### src/rtl/fox_node_message_interface.sv
// -----------------------------------------------------------------------------
// fox_node_message_interface
//
// Network-side endpoint of one Fox/Hoplite multicast processing node.
//
// TX path: per-field staging registers are written by the node's memory-mapped
// IO strobes. On packet_complete_in the packet is assembled from the staging
// registers (a field written in the same cycle wins) and queued. The queue
// drains to the router over a valid/ready handshake.
//
// RX path: packets from the router land in a head register (or in the storage
// FIFO behind it when the head is occupied). The head's fields are presented
// as stable levels and popped with a one-cycle message_in_read strobe. On a pop
// the head refills from storage at the same edge, so there is no bubble.
//
// Ports
//   clk, reset_n                  clock, synchronous active-low reset
//   *_in / *_in_valid             field writes into the staging registers
//   packet_complete_in            enqueue the assembled packet
//   message_out_ready             TX queue has room
//   tx_overflow                   sticky: a packet was dropped on a full queue
//   packet_out/_valid/_ready      TX handshake towards the router
//   packet_in/_valid/_ready       RX handshake from the router
//   msg_*                         fields of the RX head packet
//   message_in_valid              head register holds a packet
//   message_in_available          head valid or storage non-empty
//   message_in_read               pop the head packet
//
// Packet layout, MSB to LSB:
//   x, y, multicast_group, done, result, matrix_type, matrix_x, matrix_y, element
// -----------------------------------------------------------------------------
module fox_node_message_interface #(
    parameter int COORD_BITS          = 1,
    parameter int MULTICAST_GROUP_BITS = 1,
    parameter int MATRIX_TYPE_BITS    = 1,
    parameter int MATRIX_COORD_BITS   = 8,
    parameter int MATRIX_ELEMENT_BITS = 32,
    parameter int TX_FIFO_DEPTH       = 4,
    parameter int RX_FIFO_DEPTH       = 8,
    localparam int PACKET_BITS = 2*COORD_BITS + MULTICAST_GROUP_BITS + 2 +
                                 MATRIX_TYPE_BITS + 2*MATRIX_COORD_BITS +
                                 MATRIX_ELEMENT_BITS
) (
    input  logic                            clk,
    input  logic                            reset_n,
    input  logic [COORD_BITS-1:0]           x_coord_in,
    input  logic                            x_coord_in_valid,
    input  logic [COORD_BITS-1:0]           y_coord_in,
    input  logic                            y_coord_in_valid,
    input  logic [MULTICAST_GROUP_BITS-1:0] multicast_group_in,
    input  logic                            multicast_group_in_valid,
    input  logic                            done_flag_in,
    input  logic                            done_flag_in_valid,
    input  logic                            result_flag_in,
    input  logic                            result_flag_in_valid,
    input  logic [MATRIX_TYPE_BITS-1:0]     matrix_type_in,
    input  logic                            matrix_type_in_valid,
    input  logic [MATRIX_COORD_BITS-1:0]    matrix_x_coord_in,
    input  logic                            matrix_x_coord_in_valid,
    input  logic [MATRIX_COORD_BITS-1:0]    matrix_y_coord_in,
    input  logic                            matrix_y_coord_in_valid,
    input  logic [MATRIX_ELEMENT_BITS-1:0]  matrix_element_in,
    input  logic                            matrix_element_in_valid,
    input  logic                            packet_complete_in,
    output logic                            message_out_ready,
    output logic                            tx_overflow,
    output logic [PACKET_BITS-1:0]          packet_out,
    output logic                            packet_out_valid,
    input  logic                            packet_out_ready,
    input  logic [PACKET_BITS-1:0]          packet_in,
    input  logic                            packet_in_valid,
    output logic                            packet_in_ready,
    output logic [MULTICAST_GROUP_BITS-1:0] msg_multicast_group,
    output logic                            msg_done_flag,
    output logic                            msg_result_flag,
    output logic [MATRIX_TYPE_BITS-1:0]     msg_matrix_type,
    output logic [MATRIX_COORD_BITS-1:0]    msg_matrix_x_coord,
    output logic [MATRIX_COORD_BITS-1:0]    msg_matrix_y_coord,
    output logic [MATRIX_ELEMENT_BITS-1:0]  msg_matrix_element,
    output logic                            message_in_valid,
    output logic                            message_in_available,
    input  logic                            message_in_read
);

    localparam int TX_PTR_W = $clog2(TX_FIFO_DEPTH);
    localparam int TX_CNT_W = TX_PTR_W + 1;
    localparam int RX_PTR_W = $clog2(RX_FIFO_DEPTH);
    localparam int RX_CNT_W = RX_PTR_W + 1;
    localparam logic [TX_CNT_W-1:0] TX_FULL = TX_CNT_W'(TX_FIFO_DEPTH);
    localparam logic [RX_CNT_W-1:0] RX_FULL = RX_CNT_W'(RX_FIFO_DEPTH);

    // Field positions inside a packet
    localparam int ELEM_LSB   = 0;
    localparam int MY_LSB     = ELEM_LSB + MATRIX_ELEMENT_BITS;
    localparam int MX_LSB     = MY_LSB + MATRIX_COORD_BITS;
    localparam int TYPE_LSB   = MX_LSB + MATRIX_COORD_BITS;
    localparam int RESULT_LSB = TYPE_LSB + MATRIX_TYPE_BITS;
    localparam int DONE_LSB   = RESULT_LSB + 1;
    localparam int GROUP_LSB  = DONE_LSB + 1;
    localparam int COORD_LSB  = GROUP_LSB + MULTICAST_GROUP_BITS;

    // Staging registers
    logic [COORD_BITS-1:0]           x_q, x_d, y_q, y_d;
    logic [MULTICAST_GROUP_BITS-1:0] group_q, group_d;
    logic                            done_q, done_d, result_q, result_d;
    logic [MATRIX_TYPE_BITS-1:0]     type_q, type_d;
    logic [MATRIX_COORD_BITS-1:0]    mx_q, mx_d, my_q, my_d;
    logic [MATRIX_ELEMENT_BITS-1:0]  elem_q, elem_d;
    logic [PACKET_BITS-1:0]          tx_packet_s;

    // TX queue
    logic [PACKET_BITS-1:0] tx_mem_q [TX_FIFO_DEPTH];
    logic [TX_PTR_W-1:0]    tx_wr_ptr_q, tx_wr_ptr_d, tx_rd_ptr_q, tx_rd_ptr_d;
    logic [TX_CNT_W-1:0]    tx_count_q, tx_count_d;
    logic                   tx_overflow_q, tx_overflow_d;
    logic                   tx_room_s, tx_push_s, tx_pop_s;

    // RX head register and storage
    logic [PACKET_BITS-1:0] rx_mem_q [RX_FIFO_DEPTH];
    logic [PACKET_BITS-1:0] head_q, head_d;
    logic                   head_valid_q, head_valid_d;
    logic [RX_PTR_W-1:0]    rx_wr_ptr_q, rx_wr_ptr_d, rx_rd_ptr_q, rx_rd_ptr_d;
    logic [RX_CNT_W-1:0]    rx_count_q, rx_count_d;
    logic                   rx_store_empty_s, rx_pop_s, rx_acc_s;
    logic                   rx_bypass_s, rx_wr_s, rx_rd_s;
    logic                   head_coord_unused_s;

    // Write-first view of every field; also the staging next state
    always_comb begin
        x_d      = x_coord_in_valid        ? x_coord_in         : x_q;
        y_d      = y_coord_in_valid        ? y_coord_in         : y_q;
        group_d  = multicast_group_in_valid ? multicast_group_in : group_q;
        done_d   = done_flag_in_valid      ? done_flag_in       : done_q;
        result_d = result_flag_in_valid    ? result_flag_in     : result_q;
        type_d   = matrix_type_in_valid    ? matrix_type_in     : type_q;
        mx_d     = matrix_x_coord_in_valid ? matrix_x_coord_in  : mx_q;
        my_d     = matrix_y_coord_in_valid ? matrix_y_coord_in  : my_q;
        elem_d   = matrix_element_in_valid ? matrix_element_in  : elem_q;
        tx_packet_s = {x_d, y_d, group_d, done_d, result_d, type_d, mx_d, my_d, elem_d};
    end

    // TX queue control: a full queue rejects a push even when popping
    always_comb begin
        tx_room_s     = (tx_count_q < TX_FULL);
        tx_push_s     = packet_complete_in & tx_room_s;
        tx_pop_s      = (tx_count_q != {TX_CNT_W{1'b0}}) & packet_out_ready;
        tx_wr_ptr_d   = tx_push_s ? (tx_wr_ptr_q + TX_PTR_W'(1)) : tx_wr_ptr_q;
        tx_rd_ptr_d   = tx_pop_s  ? (tx_rd_ptr_q + TX_PTR_W'(1)) : tx_rd_ptr_q;
        tx_overflow_d = tx_overflow_q | (packet_complete_in & ~tx_room_s);
        case ({tx_push_s, tx_pop_s})
            2'b10:   tx_count_d = tx_count_q + TX_CNT_W'(1);
            2'b01:   tx_count_d = tx_count_q - TX_CNT_W'(1);
            default: tx_count_d = tx_count_q;
        endcase
    end

    // RX control: bypass into the head when it is (or is becoming) free and
    // storage is empty; otherwise queue behind it. An invalid head with
    // non-empty storage also refills, so the head can never strand data.
    always_comb begin
        rx_store_empty_s = (rx_count_q == {RX_CNT_W{1'b0}});
        rx_pop_s    = message_in_read & head_valid_q;
        rx_acc_s    = packet_in_valid & (rx_count_q < RX_FULL);
        rx_bypass_s = rx_acc_s & rx_store_empty_s & (~head_valid_q | rx_pop_s);
        rx_wr_s     = rx_acc_s & ~rx_bypass_s;
        rx_rd_s     = (rx_pop_s | ~head_valid_q) & ~rx_store_empty_s;
        rx_wr_ptr_d = rx_wr_s ? (rx_wr_ptr_q + RX_PTR_W'(1)) : rx_wr_ptr_q;
        rx_rd_ptr_d = rx_rd_s ? (rx_rd_ptr_q + RX_PTR_W'(1)) : rx_rd_ptr_q;
        if (rx_rd_s) begin
            head_d       = rx_mem_q[rx_rd_ptr_q];
            head_valid_d = 1'b1;
        end else if (rx_bypass_s) begin
            head_d       = packet_in;
            head_valid_d = 1'b1;
        end else if (rx_pop_s) begin
            head_d       = head_q;
            head_valid_d = 1'b0;
        end else begin
            head_d       = head_q;
            head_valid_d = head_valid_q;
        end
        case ({rx_wr_s, rx_rd_s})
            2'b10:   rx_count_d = rx_count_q + RX_CNT_W'(1);
            2'b01:   rx_count_d = rx_count_q - RX_CNT_W'(1);
            default: rx_count_d = rx_count_q;
        endcase
    end

    // State registers with synchronous reset; queued data is dropped by
    // clearing pointers and counts
    always_ff @(posedge clk) begin
        if (!reset_n) begin
            x_q           <= {COORD_BITS{1'b0}};
            y_q           <= {COORD_BITS{1'b0}};
            group_q       <= {MULTICAST_GROUP_BITS{1'b0}};
            done_q        <= 1'b0;
            result_q      <= 1'b0;
            type_q        <= {MATRIX_TYPE_BITS{1'b0}};
            mx_q          <= {MATRIX_COORD_BITS{1'b0}};
            my_q          <= {MATRIX_COORD_BITS{1'b0}};
            elem_q        <= {MATRIX_ELEMENT_BITS{1'b0}};
            tx_wr_ptr_q   <= {TX_PTR_W{1'b0}};
            tx_rd_ptr_q   <= {TX_PTR_W{1'b0}};
            tx_count_q    <= {TX_CNT_W{1'b0}};
            tx_overflow_q <= 1'b0;
            head_q        <= {PACKET_BITS{1'b0}};
            head_valid_q  <= 1'b0;
            rx_wr_ptr_q   <= {RX_PTR_W{1'b0}};
            rx_rd_ptr_q   <= {RX_PTR_W{1'b0}};
            rx_count_q    <= {RX_CNT_W{1'b0}};
        end else begin
            x_q           <= x_d;
            y_q           <= y_d;
            group_q       <= group_d;
            done_q        <= done_d;
            result_q      <= result_d;
            type_q        <= type_d;
            mx_q          <= mx_d;
            my_q          <= my_d;
            elem_q        <= elem_d;
            tx_wr_ptr_q   <= tx_wr_ptr_d;
            tx_rd_ptr_q   <= tx_rd_ptr_d;
            tx_count_q    <= tx_count_d;
            tx_overflow_q <= tx_overflow_d;
            head_q        <= head_d;
            head_valid_q  <= head_valid_d;
            rx_wr_ptr_q   <= rx_wr_ptr_d;
            rx_rd_ptr_q   <= rx_rd_ptr_d;
            rx_count_q    <= rx_count_d;
        end
    end

    // Queue storage arrays; validity is tracked by pointers and counts only
    always_ff @(posedge clk) begin
        if (tx_push_s) begin
            tx_mem_q[tx_wr_ptr_q] <= tx_packet_s;
        end
        if (rx_wr_s) begin
            rx_mem_q[rx_wr_ptr_q] <= packet_in;
        end
    end

    // Outputs are driven straight from registered state
    assign message_out_ready    = tx_count_q < TX_FULL;
    assign tx_overflow          = tx_overflow_q;
    assign packet_out           = tx_mem_q[tx_rd_ptr_q];
    assign packet_out_valid     = tx_count_q != {TX_CNT_W{1'b0}};
    assign packet_in_ready      = rx_count_q < RX_FULL;
    assign message_in_valid     = head_valid_q;
    assign message_in_available = head_valid_q | ~rx_store_empty_s;

    assign msg_matrix_element  = head_q[ELEM_LSB +: MATRIX_ELEMENT_BITS];
    assign msg_matrix_y_coord  = head_q[MY_LSB +: MATRIX_COORD_BITS];
    assign msg_matrix_x_coord  = head_q[MX_LSB +: MATRIX_COORD_BITS];
    assign msg_matrix_type     = head_q[TYPE_LSB +: MATRIX_TYPE_BITS];
    assign msg_result_flag     = head_q[RESULT_LSB];
    assign msg_done_flag       = head_q[DONE_LSB];
    assign msg_multicast_group = head_q[GROUP_LSB +: MULTICAST_GROUP_BITS];

    // Destination coordinates are meaningless once a packet has arrived here
    assign head_coord_unused_s = ^head_q[COORD_LSB +: 2*COORD_BITS];

endmodule

### config.mk
export PLATFORM = sky130hd
export DESIGN_NAME = fox_node_message_interface
export DESIGN_NICKNAME = d
export VERILOG_FILES = /design/src/rtl/fox_node_message_interface.sv
export SDC_FILE = /design/constraint.sdc
export NUM_CORES = 1
export LEC_CHECK = 0
export BUFFER_PORTS_ARGS = -buffer_cell sky130_fd_sc_hd__buf_2
export CELL_PAD_IN_SITES_DETAIL_PLACEMENT = 1
export CELL_PAD_IN_SITES_GLOBAL_PLACEMENT = 2
export CORE_MARGIN = 2
export CORE_UTILIZATION = 29
export CTS_CLUSTER_DIAMETER = 30
export CTS_CLUSTER_SIZE = 25
export DETAILED_ROUTE_END_ITERATION = 10
export GPL_ROUTABILITY_DRIVEN = 1
export PLACE_DENSITY = 0.52
export SLEW_MARGIN = 20
export SYNTH_ARGS = -nofsm -noshare
export SYNTH_HDL_FRONTEND = slang
export SYNTH_SLANG_ARGS = --single-unit
### constraint.sdc
create_clock -name clk -period 8.2 [get_ports clk]
set_input_delay 0.41 -clock clk [delete_from_list [all_inputs] [get_ports clk]]
set_output_delay 0.41 -clock clk [all_outputs]
set_load 0.05 [all_outputs]
==> flow_metrics.tcl, run 1 <==
set metrics [dict create \
    critPathLaunchType "flip-flop" \
    synth.largest_area_cell "edfxtp_1" \
    finalClockSkew_ns 0.03694 \
    ys_top_cells_by_area "edfxtp_1, mux4_2, dfxtp_1" \
    ys_types 46 \
    p_leak_uw 0.01322 \
    clock_sinks 762 \
    drtPass1Iterations 4 \
    cts_root_buffer "clkbuf_16" \
    max_cap_violations 0 \
    async_reset_ff_share_pct 0 \
    rsz0062_at_grt "no" \
    crit_arrival_ns 3.02 \
    min_to "tx_mem_q[1][52]" \
    track_usage_pct 14.61 \
    syn_inst 1359 \
    synth.net_count 1493 \
    crit_fanout 28 \
    setup_viol 0 \
    gp_congestion 0.6569 \
    vias 14905 \
    cts_buffer_depth 3 \
    vdd_drop_max_mv 0.2236 \
    synth.top_cell.area_share_pct 66.85 \
    die_x_um 316.9 \
    status "finished, final reports clean" \
    r2r_end "rx_count_q[2]" \
    tightest_slew_ns 1.059 \
    antenna_found_initial 8 \
    crit_buf_inv 2 \
    r2r_setup_slack_ns 4.95 \
    worstSetupPathType "reg -> out" \
    slew_viol_final 0 \
    overflow 0 \
    grt_pass1_vias 16843 \
    postRouteAntennaNets 0 \
    drc 0 \
    grt_pass1_wl_um 107200 \
    portBuffers 232 \
    io_pins 235 \
    crit_slowest_cell "dfxtp_4" \
    synth_area_mm2 0.02839 \
    cp_top_family "buffers and inverters" \
    r2r-start "rx_count_q[0]" \
    start_util_pct 29.31 \
    hpwl_um 37570 \
    cts_tree "yes" \
    row_count 114 \
    wl_per_cell_um 22.25 \
    avgViaCountPerCell 4.603 \
    final_core_util_pct 39.34 \
    postRouteWirelength_um 72050 \
    avgSynthCellArea_um2 20.89 \
    ff_latch_area_mm2 0.02159 \
    hold_viol 0 \
    htree_levels 4 \
    fillers 9353 \
    path_cells "buf_4 -> mux4_2 -> buf_2" \
    finalCritPeriodShare_pct 41.87 \
    cp_slowest_stage_delay_ns 0.74 \
    endpoint_kind "output port" \
    hold_class "in -> reg" \
    final_nets 1943 \
    max_clock_freq_mhz 291.3 \
    ys_warn_count 0 \
    die_area_mm2 0.1004 \
    die_y_um 316.9 \
    powerDensity_mw_per_mm2 398.3 \
    drive_gt1_share_pct 40.53 \
    fin_setup_tns_ns 0 \
    crit_required_ns 7.79 \
    synth-seq-cells 762 \
    synth_edf_count 632 \
    syn_to_final_growth_pct 34.21 \
    max-slew-margin-rel_pct 29.38 \
    core_mm2 0.09685 \
    period_needed_ns 3.433 \
    yosys_most_used_dff "edfxtp_1" \
    min_from "y_coord_in" \
    ys_seq_area_share_pct 76.01 \
    drt_iter0_markers 767 \
    r2r_cells 10 \
    grt_max_degree 58 \
    clk_pin_slew_ns 0.04 \
    worstSkewPairLatency_ns 0.74 \
    numCtsBuffers 178 \
    multi_input_comb_area_mm2 0.006444 \
    min_path_cells 2 \
]
-- repair_timing --
action,in CTS,in global routing
hold buffers,85,0
gates resized for setup,0,0
hold endpoints to repair,563,0
buffers inserted,0,0
endpoints found under the setup margin,0,0
-- where the power goes --
part / leakage (µW) / switching [µW] / internal (µW)
sequential: 0.00684 / 281 / 4690
clock: 0.00297 / 2180 / 4920
combinational: 0.00341 / 2070 / 1040
total: 0.0132 / 4530 / 10600
-- cell type report --
| cell class | count | share of cell area [%] |
|---|---|---|
| Antenna cell | 3 | 0.01970 |
| Multi-Input combinational cell | 507 | 16.91 |
| Inverter | 11 | 0.1084 |
| Timing Repair Buffer | 349 | 5.917 |
| Sequential cell | 762 | 56.67 |
| Clock buffer | 215 | 12.59 |
| Tap cell | 1276 | 4.190 |
| Clock inverter | 115 | 3.586 |
-- cell usage in the layout, fill, tap and decap left out, types with 3 or more instances in the layout --
master,instances
edfxtp_1,632
buf_2,231
clkbuf_16,182
mux4_2,158
dfxtp_1,125
dlygate4sd3_1,85
and2_1,55
mux2_2,54
a22o_1,36
a221o_1,36
clkinv_2,34
nand3_1,33
buf_4,33
bufinv_16,25
clkinvlp_4,22
clkbuf_1,21
nor2_1,19
mux2i_1,18
clkinv_1,16
o221ai_1,15
clkbuf_8,12
nand2_1,11
inv_1,10
ha_1,10
xor2_1,9
a21oi_1,7
clkinv_4,7
inv_6,5
and2_2,4
o21ai_0,4
clkinv_8,4
diode_2,3
nor2b_1,3
xnor2_1,3
dfxtp_4,3
-- cell families (layout without fill, tap and decap cells) --
group / count (synthesis) / after routing / share of synthesized area [%]
xor+xnor: 12 / 12 / 0.3702
other cells: 0 / 3 / 0
mux: 230 / 230 / 15.31
flops: 762 / 762 / 76.01
fa+ha+maj: 11 / 11 / 0.5112
buf+inv: 90 / 690 / 1.494
simple gates: 146 / 146 / 2.970
compound gates: 108 / 108 / 3.332
-- routing by layer --
metal  vias up  wire length (µm)  global-route usage [%]
met4        10              1492                   5.328
met1      7799             30310                   17.86
met3       130              4385                   4.467
li1       6582                 -                       -
met5         -                50                       0
met2       384             35810                   24.38
-- through the flow --
step	setup slack (ns)	cells	hold slack [ns]	power (µW)	cell area, µm²
5_1_grt	4.509	3237	0.02977	15820	38100
3_5_place_dp	4.949	2820	0.4652	8201	31080
2_1_floorplan	0.9539	1359	0.4541	7289	28390
4_1_cts	4.573	3235	0.0004293	15440	38100
3_3_place_gp	4.953	2820	0.4529	8163	31080
6_report	4.767	3238	0.06923	15180	38100
-- flip-flops by register name (all words and copies together), names as in the netlist, named ones only --
| register | flops |
|---|---|
| message_in_valid | 1 |
| tx_overflow | 1 |
| rx_mem_q | 416 |
| tx_wr_ptr_q | 2 |
| y_q | 1 |
| done_q | 1 |
| elem_q | 32 |
| rx_rd_ptr_q | 3 |
| type_q | 1 |
| my_q | 8 |
| tx_rd_ptr_q | 2 |
| group_q | 1 |
| result_q | 1 |
| mx_q | 8 |
| x_q | 1 |
| tx_mem_q | 216 |
| rx_count_q | 4 |
| head_q | 52 |
| rx_wr_ptr_q | 3 |
| tx_count_q | 3 |
-- synth_stat cells, drive strengths merged (10+ instances only) --
| cell | number |
|---|---|
| o221ai | 15 |
| buf | 43 |
| nor2 | 20 |
| edfxtp | 632 |
| nand3 | 33 |
| nand2 | 12 |
| mux2i | 18 |
| clkbuf | 36 |
| inv | 11 |
| dfxtp | 130 |
| and2 | 59 |
| a22o | 36 |
| a221o | 36 |
| mux2 | 54 |
| ha | 10 |
| mux4 | 158 |
-- worst max path at each step --
stage | start | to | slack (ns) | cells past startpoint
after floorplan | message_in_valid | rx_mem_q[2][0] | 0.95 | 4
after detailed placement | flip-flop | head_q[14] | 4.95 | 4
final | flip-flop | packet_out[31] | 4.77 | 3
after CTS | flip-flop | packet_out[31] | 4.57 | 3
after global placement | flip-flop | head_q[0] | 4.95 | 4
after global routing | flip-flop | packet_out[31] | 4.51 | 3
Power figures use the tool's default switching activity.
==> run 2, diff against run 1 <==
Settings changed: PLACE_DENSITY 0.52 to 0.54.
Clock period 8.2 ns to 2.8 ns, I/O delays scaled along.
==> run 2 against run 1 <==
  * First-iteration DRC count is 20% higher
  * Clock skew up 0.0089 ns
  * Sequential share of layout area down 1.3 points
  * Clock power grew to 2.9 times the previous value
  * Utilization is 0.95 points higher
  * Flip-flop and latch count stayed put
  * Critical path depth grew 7
  * Global-route usage barely moved
  * Combinational power grew to 3.2 times the previous value
  * Cell count is 2.0% higher
  * Die area unchanged
  * Setup slack got worse by 4.5 ns
  * Critical endpoint is now rx_count_q[2]
  * Largest cell class unchanged
==> flow_metrics.tcl, run 2 (synthesis results as in run 1) <==
set metrics [dict create \
    post-cts-setup-buffer-count 0 \
    final_nets 2010 \
    antenna_found_initial 4 \
    tightest_slew_ns 0.8521 \
    overflow 0 \
    crit_fanout 5 \
    slew_viol_final 0 \
    powerDensity_mw_per_mm2 1144 \
    grt_pass1_wl_um 107300 \
    track_usage_pct 14.57 \
    clk_pin_slew_ns 0.04 \
    portBuffers 232 \
    crit_arrival_ns 3.19 \
    placed_area_mm2 0.03173 \
    r2r_end "rx_count_q[2]" \
    max_clock_freq_mhz 391.0 \
    crit_required_ns 3.43 \
    io_pins 235 \
    max_cap_violations 0 \
    vdd_drop_max_mv 0.7367 \
    hold_class "in -> reg" \
    mostFrequentLayoutCells "edfxtp_1, buf_2, clkbuf_16" \
    syn_to_final_growth_pct 37.44 \
    drive_gt1_share_pct 40.20 \
    reg_top3 "rx_mem_q (416), tx_mem_q (216), head_q (52)" \
    start_util_pct 29.31 \
    htree_levels 4 \
    drt_iter0_markers 924 \
    p_leak_uw 0.01358 \
    rsz0062_at_grt "no" \
    fillers 9315 \
    setup_viol 0 \
    avgViaCountPerCell 4.585 \
    status "finished, final reports clean" \
    hpwl_um 40340 \
    largest_reg_flops 416 \
    crit_path_start "rx_count_q[3]" \
    r2r_setup_slack_ns 0.24 \
    clock_sinks 762 \
    row_count 114 \
    worstSkewPairLatency_ns 0.75 \
    cts_root_buffer "clkbuf_16" \
    drc 0 \
    die_y_um 316.9 \
    cts_tree "yes" \
    endpoint_kind "flip-flop" \
    critical_path.endpoint "rx_count_q[2]" \
    finalCritPeriodShare_pct 91.33 \
    hold_viol 0 \
    drtPass1Iterations 6 \
    core_mm2 0.09685 \
    postRouteAntennaNets 0 \
    vias 15140 \
    die_x_um 316.9 \
    top_register "rx_mem_q" \
    grt_pass1_vias 16951 \
    fin_setup_tns_ns 0 \
    postRouteWirelength_um 71950 \
    grt_max_degree 72 \
    numCtsBuffers 173 \
    cts_buffer_depth 3 \
    r2r-start "rx_count_q[3]" \
    worstSetupPathType "reg -> reg" \
    finalClockSkew_ns 0.04582 \
    gp_congestion 0.6649 \
    period_needed_ns 2.557 \
    critPathLaunchType "flip-flop" \
    design_area_mm2 0.03902 \
    max-slew-margin-rel_pct 43.19 \
    die_area_mm2 0.1004 \
    cts_resized 0 \
    final_common_cell "edfxtp_1" \
    wl_per_cell_um 21.79 \
    r2r_cells 10 \
]
==> run 2: area by class of cell <==
cell class	instances	area, µm²	share of cell area, %
antenna	1	2.502	0.006413
inverter	11	41.29	0.1058
tap	1276	1597	4.092
sequential	762	21600	55.35
clock buffer	218	4639	11.89
clock inverter	106	1409	3.611
multi-input combinational	507	6504	16.67
timing repair buffer	421	3231	8.279
==> run 2: per-layer routing <==
metal | up-vias | share of wire [%] | GRT usage, %
li1 | 6711 | - | -
met1 | 7879 | 42 | 17.49
met2 | 396 | 50 | 24.52
met3 | 148 | 6.0 | 4.382
met4 | 6 | 2.5 | 5.757
met5 | - | 0.057 | 0
==> run 2: worst max-delay path, stage by stage (launching register included) <==
cell and delay, ns:
dfxtp_1 0.31, or4_1 0.63, nand2_2 0.13, inv_2 0.07
ha_1 0.25, xor2_1 0.17, ha_1 0.19, a21oi_1 0.16
xor2_1 0.11, or3_1 0.31, a21oi_1 0.15
==> run 2: stage by stage <==
| stage | worst slack [ns] | util, % | hold WS (ns) | power (µW) | cells |
|---|---|---|---|---|---|
| floorplan | -0.3477 | - | 0.2389 | 21360 | 1359 |
| finish | 0.2427 | 40.29 | 0.1372 | 44650 | 3302 |
| detailed placement | 0.2414 | 32.76 | 0.3923 | 24510 | 2855 |
| global route | 0.09699 | 40.29 | 0.1158 | 46520 | 3302 |
| global placement | 0.2290 | 32.76 | 0.3971 | 24360 | 2855 |
| CTS | 0.1887 | 40.26 | 0.07905 | 45420 | 3300 |
==> run 2: worst min-delay path by stage <==
| stage | startpoint | to | slack, ns | cells past startpoint |
|---|---|---|---|---|
| finish | matrix_element_in_valid | tx_mem_q[0][20] | 0.14 | 2 |
| global route | matrix_element_in_valid | tx_mem_q[2][0] | 0.12 | 2 |
| CTS | matrix_element_in_valid | tx_mem_q[0][20] | 0.08 | 2 |
| detailed placement | packet_complete_in | tx_overflow | 0.39 | 3 |
| global placement | packet_complete_in | tx_overflow | 0.40 | 3 |
| floorplan | packet_in[0] | rx_mem_q[0][0] | 0.24 | 0 |
==> run 2: what timing repair did <==
| action | 4_1_cts | 5_1_grt |
|---|---|---|
| hold endpoints to repair | 747 | 0 |
| endpoints found under the setup margin | 0 | 0 |
| hold buffers | 121 | 0 |
==> run 2: power by group <==
group	total [µW]	internal (µW)	switching (µW)
logic	9920	3480	6440
registers	14300	13700	554
clock network	20500	14000	6420
total	44600	31200	13400
